==> src/rtl/esm_pkg.sv <==
// rtl/esm_pkg.sv - shared constants, entry type and index-width helper for the ESM issue scheduler
package esm_pkg;

    localparam int INSTR_W = 32;

    localparam int RD_LSB  = 7;
    localparam int RD_MSB  = 11;
    localparam int RS1_LSB = 15;
    localparam int RS1_MSB = 19;
    localparam int RS2_LSB = 20;
    localparam int RS2_MSB = 24;

    typedef struct packed {
        logic               valid;
        logic [INSTR_W-1:0] instr;
        logic               w1;
        logic               w2;
    } esm_entry_t;

    function automatic int esm_idx_w(input int n);
        return (n > 1) ? $clog2(n) : 1;
    endfunction

endpackage

==> src/rtl/esm_prio_enc.sv <==
// rtl/esm_prio_enc.sv - lowest-set-bit priority encoder with found flag
module esm_prio_enc
    import esm_pkg::*;
#(
    parameter int N = 16,
    parameter int W = esm_idx_w(N)
) (
    input  logic [N-1:0] req,
    output logic [W-1:0] idx,
    output logic         found
);

    // Scanning downward lets the lowest set bit win without a break.
    always_comb begin
        idx   = '0;
        found = 1'b0;
        for (int i = N - 1; i >= 0; i--) begin
            if (req[i]) begin
                idx   = W'(i);
                found = 1'b1;
            end
        end
    end

endmodule

==> src/rtl/esm_issue_scheduler.sv <==
// rtl/esm_issue_scheduler.sv - instruction buffer with scoreboard wakeup and in-order-by-slot issue
module esm_issue_scheduler
    import esm_pkg::*;
#(
    parameter  int Instr_word_size = INSTR_W,
    parameter  int regnum          = 32,
    parameter  int bs              = 16,
    localparam int RW              = esm_idx_w(regnum),
    localparam int IW              = esm_idx_w(bs)
) (
    input  logic                       clk,
    input  logic                       rst_n,
    input  logic                       disp_valid,
    output logic                       disp_ready,
    input  logic [Instr_word_size-1:0] Instr_in,
    input  logic                       ALUSrc,
    input  logic                       RegWrite,
    output logic [IW-1:0]              buffer_index,
    output logic                       issue_valid,
    input  logic                       issue_ready,
    output logic [IW-1:0]              issue_index,
    output logic [Instr_word_size-1:0] issue_instr,
    input  logic                       wb_valid,
    input  logic [RW-1:0]              wb_rd,
    output logic [IW:0]                count,
    output logic                       full,
    output logic                       empty
);

    esm_entry_t        ent_q [bs];
    esm_entry_t        ent_d [bs];
    logic [regnum-1:0] busy_q, busy_d;
    logic              hold_q, hold_d;
    logic [IW-1:0]     hold_idx_q, hold_idx_d;
    logic [IW:0]       count_q, count_d;

    logic [bs-1:0]     free_vec, ready_vec;
    logic [IW-1:0]     alloc_idx, ready_idx;
    logic              alloc_found, ready_found;
    logic [RW-1:0]     d_rd, d_rs1, d_rs2;
    logic              d_w1, d_w2, disp_fire, issue_fire;

    always_comb begin
        for (int i = 0; i < bs; i++) begin
            free_vec[i]  = !ent_q[i].valid;
            ready_vec[i] = ent_q[i].valid & !ent_q[i].w1 & !ent_q[i].w2;
        end
    end

    esm_prio_enc #(.N(bs), .W(IW)) u_alloc_enc (
        .req   (free_vec),
        .idx   (alloc_idx),
        .found (alloc_found)
    );

    esm_prio_enc #(.N(bs), .W(IW)) u_issue_enc (
        .req   (ready_vec),
        .idx   (ready_idx),
        .found (ready_found)
    );

    assign d_rd  = Instr_in[RD_MSB:RD_LSB];
    assign d_rs1 = Instr_in[RS1_MSB:RS1_LSB];
    assign d_rs2 = Instr_in[RS2_MSB:RS2_LSB];

    assign count        = count_q;
    assign full         = (count_q == (IW+1)'(bs));
    assign empty        = (count_q == '0);
    assign disp_ready   = !full & !(RegWrite & (d_rd != '0) & busy_q[d_rd]);
    assign buffer_index = alloc_idx;
    assign issue_valid  = hold_q | ready_found;
    assign issue_index  = hold_q ? hold_idx_q : ready_idx;
    assign issue_instr  = issue_valid ? ent_q[issue_index].instr : '0;
    assign disp_fire    = disp_valid & disp_ready & alloc_found;
    assign issue_fire   = issue_valid & issue_ready;

    // A writeback landing in the dispatch cycle must not leave the new entry waiting forever.
    assign d_w1 = busy_q[d_rs1] & (d_rs1 != '0) & !(wb_valid & (wb_rd == d_rs1));
    assign d_w2 = !ALUSrc & busy_q[d_rs2] & (d_rs2 != '0) & !(wb_valid & (wb_rd == d_rs2));

    always_comb begin
        ent_d      = ent_q;
        busy_d     = busy_q;
        count_d    = count_q;
        hold_d     = issue_valid & !issue_ready;
        hold_idx_d = issue_index;

        if (wb_valid) begin
            busy_d[wb_rd] = 1'b0;
            for (int i = 0; i < bs; i++) begin
                if (ent_q[i].valid) begin
                    if (ent_q[i].instr[RS1_MSB:RS1_LSB] == wb_rd) ent_d[i].w1 = 1'b0;
                    if (ent_q[i].instr[RS2_MSB:RS2_LSB] == wb_rd) ent_d[i].w2 = 1'b0;
                end
            end
        end

        if (issue_fire) ent_d[issue_index].valid = 1'b0;

        if (disp_fire) begin
            ent_d[alloc_idx].valid = 1'b1;
            ent_d[alloc_idx].instr = Instr_in;
            ent_d[alloc_idx].w1    = d_w1;
            ent_d[alloc_idx].w2    = d_w2;
            if (RegWrite && (d_rd != '0)) busy_d[d_rd] = 1'b1;
        end

        case ({disp_fire, issue_fire})
            2'b10:   count_d = count_q + 1'b1;
            2'b01:   count_d = count_q - 1'b1;
            default: count_d = count_q;
        endcase
    end

    always_ff @(posedge clk or negedge rst_n) begin
        if (!rst_n) begin
            for (int i = 0; i < bs; i++) ent_q[i] <= '0;
            busy_q     <= '0;
            hold_q     <= 1'b0;
            hold_idx_q <= '0;
            count_q    <= '0;
        end else begin
            ent_q      <= ent_d;
            busy_q     <= busy_d;
            hold_q     <= hold_d;
            hold_idx_q <= hold_idx_d;
            count_q    <= count_d;
        end
    end

endmodule
==> config.mk <==
export PLATFORM = sky130hd
export DESIGN_NAME = esm_issue_scheduler
export DESIGN_NICKNAME = d
export VERILOG_FILES = /design/src/rtl/esm_pkg.sv /design/src/rtl/esm_prio_enc.sv /design/src/rtl/esm_issue_scheduler.sv
export SDC_FILE = /design/constraint.sdc
export NUM_CORES = 1
export LEC_CHECK = 0
export ABC_AREA = 0
export CORE_AREA = 2 2 249 373
export DETAILED_ROUTE_END_ITERATION = 10
export DIE_AREA = 0 0 251 375
export PLACE_DENSITY_LB_ADDON = 0.05
export SLEW_MARGIN = 5
export SYNTH_ARGS = -nofsm -noshare
export SYNTH_HDL_FRONTEND = slang
export SYNTH_HIERARCHICAL = 1
export SYNTH_SLANG_ARGS = --single-unit
==> constraint.sdc <==
create_clock -name clk -period 4.6 [get_ports clk]
set_input_delay 1.15 -clock clk [delete_from_list [all_inputs] [get_ports clk]]
set_output_delay 1.15 -clock clk [all_outputs]
set_load 0.005 [all_outputs]
After elaboration in Yosys (flattened, before gate mapping)
Cells that the tools add are included.
{ "word_totals": {"word_cells": 381, "reg_bits": 602, "out_inout_bits": 49, "input_bits": 44} }
{ "classes": {"reduce_logical": 48, "order_cmp": 10, "mux": 164, "add_sub_neg": 2, "n_bitwise": 52, "eq_ne": 37} }
{ "ops": {"columns": ["operator", "n"], "rows": [
  ["560-bit bitwise mux", 5],
  ["560-bit two-way mux", 2],
  ["35-bit demux with 4-bit select", 5],
  ["5-bit equality test", 34],
  ["35-bit binary-select mux with 4-bit select", 1],
  ["4-bit two-way mux", 33],
  ["32-bit two-way mux", 4],
  ["34-bit two-way mux", 3],
  ["1-bit two-way mux", 70],
  ["35-bit two-way mux", 2],
  ["2-bit two-way mux", 33],
  ["1-bit bitwise AND", 46],
  ["1-bit zero test", 38],
  ["32-bit bitwise AND", 1],
  ["32-bit NOT", 1],
  ["32-bit OR", 1],
  ["5-bit by 6-bit less-than comparator with 1-bit output (second input constant)", 4],
  ["1-bit binary-select mux with 5-bit select", 3],
  ["5-bit nonzero test", 3],
  ["1-bit demux with 5-bit select", 2],
  ["5-bit by 1-bit >= comparator with 1-bit output (second input constant)", 2],
  ["5-bit >= comparator (second input constant)", 2],
  ["5-bit by 1-bit less-than comparator with 1-bit output (second input constant)", 2],
  ["4-bit NOT with 5-bit output", 2],
  ["10 further kinds", 14]
]} }

Logic depth before layout (Yosys ltp)
{ "logic_depth": {"word_depth": 32, "mapped_depth": 19, "ltp_nobuf": 17} }

Hierarchy
Netlist, hierarchy kept.
{ "modules_own_cells": {"columns": ["module", "area_per_inst_um2", "instances", "cells_each"], "rows": [
  ["esm_issue_scheduler", 31187.4, 1, 2891],
  ["esm_prio_enc", 178.9, 2, 33]
]} }

Least setup slack after synthesis
No wires, ideal clock.
{ "synth_timing": {"path_kind": "in2reg", "start": "in Instr_in[7]", "end": "reg count_q[4], in the netlist count[4]", "setup_time_ps": 125, "arrival_time_ps": 4400, "cell_stages": 18, "slack_ps": 74, "path_buffers": 4, "cell_sequence": "buf_2 -> or3b_2 -> o22ai_1 -> nor3_1 -> o211ai_2 -> buf_6 -> a21o_1 -> buf_2 -> ha_1 -> clkbuf_1 -> xor2_1 -> ha_1 -> o21a_1 -> o22a_1 -> a21oi_1 -> xor2_1 -> nor2_1 -> xor2_1"} }
{ "synth_via": {"elab_chain_cells": 9, "word_cells_on_any_way": 13} }
{ "synth_rtl": {"columns": ["element", "line_no", "source"], "rows": [
  ["from (decl)", "esm_issue_scheduler.sv:15", "input logic [Instr_word_size-1:0] Instr_in,"],
  ["1-bit binary-select mux with 5-bit select or 5-bit nonzero test (tied branches)", "esm_issue_scheduler.sv:69", "assign disp_ready = !full & !(RegWrite & (d_rd != '0) & busy_q[d_rd]);"],
  ["1-bit two-way mux (not written as such) or 1-bit bitwise AND (tied branches)", "esm_issue_scheduler.sv:69", null],
  ["1-bit bitwise AND (*)", "esm_issue_scheduler.sv:69", null],
  ["1-bit zero test (*)", "esm_issue_scheduler.sv:69", null],
  ["1-bit bitwise AND (*)", "esm_issue_scheduler.sv:69", null],
  ["1-bit bitwise AND (*) (2 in a row)", "esm_issue_scheduler.sv:74", "assign disp_fire = disp_valid & disp_ready & alloc_found;"],
  ["2-bit by 1-bit equality test with 1-bit output or 2-bit equality test (tied branches)", "esm_issue_scheduler.sv:108", "case ({disp_fire, issue_fire})"],
  ["5-bit case mux with 2 select lines or 2-bit nonzero test (tied branches)", null, null],
  ["to (signal assigned)", "esm_issue_scheduler.sv:127", "count_q <= count_d;"],
  ["to (decl)", "esm_issue_scheduler.sv:35", "logic [IW:0] count_q, count_d;"]
]} }
Mark *: on every way between the ends. The rest lies on a longest branch, timed or not. The select of a mux whose other input is x is not followed.
A chain may end at the register's enable or synchronous reset.

Worst setup path after layout
{ "layout_timing": {"start": "reg ent_q[35] (netlist name)", "end": "out issue_instr[1]"} }
{ "layout_via": {"elab_chain_cells": 23, "word_cells_on_any_way": 39} }
{ "layout_rtl": {"columns": ["element", "line_no", "source"], "rows": [
  ["from (decl)", "esm_issue_scheduler.sv:30", "esm_entry_t ent_q [bs];"],
  ["from (signal assigned)", "esm_issue_scheduler.sv:123", "ent_q <= ent_d;"],
  ["1-bit zero test", "esm_issue_scheduler.sv:46", "ready_vec[i] = ent_q[i].valid & !ent_q[i].w1 & !ent_q[i].w2;"],
  ["1-bit bitwise AND", "esm_issue_scheduler.sv:46", null],
  ["net ready_vec[14]", "esm_issue_scheduler.sv:37", "logic [bs-1:0] free_vec, ready_vec;"],
  ["4-bit two-way mux (15 in a row)", "esm_prio_enc.sv:18", "if (req[i]) begin"],
  ["net ready_idx[1]", "esm_issue_scheduler.sv:38", "logic [IW-1:0] alloc_idx, ready_idx;"],
  ["4-bit two-way mux", "esm_issue_scheduler.sv:72", "assign issue_index = hold_q ? hold_idx_q : ready_idx;"],
  ["4-bit NOT with 5-bit output (not written as such)", "esm_issue_scheduler.sv:73", "assign issue_instr = issue_valid ? ent_q[issue_index].instr : '0;"],
  ["35-bit binary-select mux with 4-bit select", "esm_issue_scheduler.sv:73", null],
  ["34-bit two-way mux (not written as such) (2 in a row)", "esm_issue_scheduler.sv:73", null],
  ["32-bit two-way mux", "esm_issue_scheduler.sv:73", null],
  ["to (decl)", "esm_issue_scheduler.sv:22", "output logic [Instr_word_size-1:0] issue_instr,"]
]} }
The timed path passes the listed nets, and every way through them passes these cells. The select of a mux whose other input is x is not followed.

==> metrics <==
status complete, but fails checks; failing checks setup timing; internal power 18.3 mW; CTS Root Cell clkbuf_16; Yosys top cell by area dfrtp_1; via count 25,100; core region area 91,200 µm²; antenna viol nets, final 0; Post-synth ARST share 1.00; # IOs 93; Clock Skews 0.0239 ns; I/O Buffers 92; WHS 0.485 ns; GRT overflow 0; slowest stage delay, CP 0.42 ns; worst slew pin tran 1.13 ns; Clock power frac 0.195; Die H 375 µm; most frequent cells in the layout dfrtp_1 (602), nand2_1 (548), mux2_2 (404); pwr dens 721 nW/µm²; Iter 0 DRT Violations 1,483; combinational share of power 0.558; Post-CTS Hold Buffers 0; switching power 11.5 mW; Total GRT Usage 0.264; Post-Syn Area 31,500 µm²; Hold Path End ent_q[343]; Sw Share 0.386; layout cell share with drive strength beyond 1 0.372; Worst-Skew Late Latency 0.65 ns; Leak 18.1 nW; Cells after Synth 2,957; post-synthesis cell type count 63; max-slew violation count 0; Die W 251 µm; Period Utilization, post-route 1.11; WL per Instance 27.4 µm; Final Hold Vio Count 0; HP Start ent_q[343]; number of cells on the critical path 18; RR Endpoint count[4]; Peak Freq 0.197 GHz; first-pass GRT wire length 183 mm; CTS sink count 602; row count 136; Peak VDD IR 470 µV; die area 94,100 µm²; CTS tree yes; RSZ-0062 raised after global routing true; Ys Warns 6; setup slack after layout -0.487 ns; Routed WL 124 mm; Syn Area/Cell 10.7 µm²; flops & latches, synth 602; commonest non-fill, non-tap cell in the layout dfrtp_1; pin count of the biggest net entering global routing 93; Worst-path clk slew 0.06 ns; Area growth, synth to finish 31.0%; Worst setup EP type output pin; Initial Utilization 0.346; EDFF count, synth 0; CP Cell Sequence nor3_4, nor2_4, nor3_4, o31ai_4, a31oi_4, mux2i_4, clkbuf_16, clkinv_16, buf_16, buf_8, buf_6, buf_6, nand2_2, and3_4, a311oi_2, a31oi_1, a2111oi_2, buf_2; Setup crit start ent_q[35]; worst reg-to-reg path cell count 20; max-cap viol count 0; R2R Path Start ent_q[244]; Area contributors post-synth dfrtp_1 (48%), mux2_2 (14%), nand2_1 (6.8%); Hold Crit Depth 1; CP Max Fanout 7; slowest CP cell a2111oi_2; Crit path max-delay family compound AO/OA/AOI/OAI gates; WS Path Type reg2out; initial antenna violation count 8; Inst Count DP 4,286; Final Setup Violations 32; Worst setup SP type flop; CTS max path bufs 3; Overall Power 29.8 mW; WP data arrival 3.94 ns; Worst Path Buf+Inv 7; HP Class reg2reg; gp weighted congestion 0.888; Residual DRC 0; CTS Buf Count 69; vias in the first global route 26,800; WP data required 3.45 ns; first-pass detailed-route iteration total 5; vias per std cell 5.53; final cell count without fillers 4,538; CTS H-tree lvls 3; slew margin rel. 0.247; Main synth FF type dfrtp_1; Seq/Total Area, Yosys 0.478; final-stage net count 3,359; HPWL Detailed 77.6 mm; Mapped Nets 3,005; R2R Setup Slk 0.33 ns; top cell type's share of synthesized area 0.478; fin crit period 5.09 ns; sequential share of power 0.247
## Yosys cell counts (10+ instances only)
cell	n
mux2_1	110
o22ai_1	38
a21oi_1	80
buf_6	53
a211oi_4	16
buf_1	21
inv_1	28
mux2_2	404
nand2_1	571
a2111oi_0	27
nand3_1	203
nor2_1	29
mux4_2	14
dfrtp_1	602
nand4_1	35
buf_2	29
mux2i_1	31
xor2_1	46
nor3_1	24
and3_1	35
xnor2_1	131
clkbuf_1	144
a31oi_1	29
a311oi_1	37
o31ai_1	49
o21ai_0	72
nor4_1	10
nor2b_1	11
## metal layers
metal  up-vias  global-route usage  part of all wire  wire length, µm
li1      11200                   -                 -                -
met1     13100               0.311              0.40            50000
met2       607               0.480              0.52            64700
met3       235              0.0274             0.033             4090
met4         2               0.123             0.045             5630
met5         -                   0           0.00010               13
## worst register-to-register path, cell delays in order (launching register included)
cell     delay [ns]
dfrtp_1        0.38
inv_1          0.09
nor3_1         0.06
buf_4          0.15
buf_4          0.14
nor4_4         0.26
and3_4         0.23
nand4_1        0.22
nor2_4         0.22
buf_16         0.24
inv_1          0.18
and2_0         0.35
ha_1           0.33
xor2_1         0.17
ha_1           0.23
o21a_1         0.18
o22a_1         0.18
a21oi_1        0.17
xor2_1         0.16
nor2_1         0.07
xor2_1         0.14
## through the flow
| stage | setup slack (ns) | cell area, µm² | setup TNS [ns] | util |
|---|---|---|---|---|
| final | -0.487 | 41300 | -11.68 | 0.453 |
| after global routing | -0.593 | 41300 | -15.56 | 0.453 |
| after CTS | -0.569 | 40500 | -12.06 | 0.444 |
| after detailed placement | -0.924 | 35700 | -15.07 | 0.391 |
| after global placement | -0.938 | 35700 | -15.86 | 0.391 |
| after floorplan | 0.0743 | 31500 | 0 | - |
## area by class of cell
cell class | count | area, µm²
diodes | 2 | 5.00
clock buffers | 101 | 2090
clock inverters | 22 | 265
fillers | 8494 | 49900
inverters | 30 | 146
multi-input cells | 2075 | 16500
flip-flops and latches | 602 | 15100
well taps | 1173 | 1470
repair buffers | 532 | 5760
repair inverters | 1 | 11.3
## power by group through the flow
stage | Clock, mW | Combinational (mW) | Sequential (mW)
after floorplan | 0 | 5.89 | 7.15
after global placement | 0 | 12.4 | 7.41
after detailed placement | 0 | 12.4 | 7.45
after CTS | 5.97 | 15.6 | 7.36
after global routing | 6.16 | 17.6 | 7.54
final | 5.82 | 16.6 | 7.37
## flip-flops by register name, summed over array words and instances (netlist names)
signal	count
busy_q	32
count	5
ent_q	560
hold_idx_q	4
hold_q	1
## worst max-delay path by stage
stage	end	slack, ns
5_1_grt	issue_instr[1]	-0.59
3_3_place_gp	issue_instr[8]	-0.94
6_report	issue_instr[1]	-0.49
2_1_floorplan	count[4]	0.07
4_1_cts	issue_instr[8]	-0.57
3_5_place_dp	issue_instr[8]	-0.92
## repair_timing
item                                    CTS  global route
endpoints found under the setup margin   36            37
gates cloned                             16             2
endpoints found under the hold margin     0             0
buffers inserted                         79            50
pin swaps                                88            55
gates resized for setup                 420           136
## cells by family after synthesis
logic type | count (synthesis) | synth area share
XOR/XNOR | 177 | 0.0491
buffers and inverters | 280 | 0.0474
multiplexers | 559 | 0.203
AND/OR/NAND/NOR | 953 | 0.134
AO/OA/AOI/OAI | 382 | 0.0868
flip-flops | 602 | 0.478
adder cells (fa/ha/maj) | 4 | 0.00159
No activity file was read; power rests on OpenSTA's default activity.
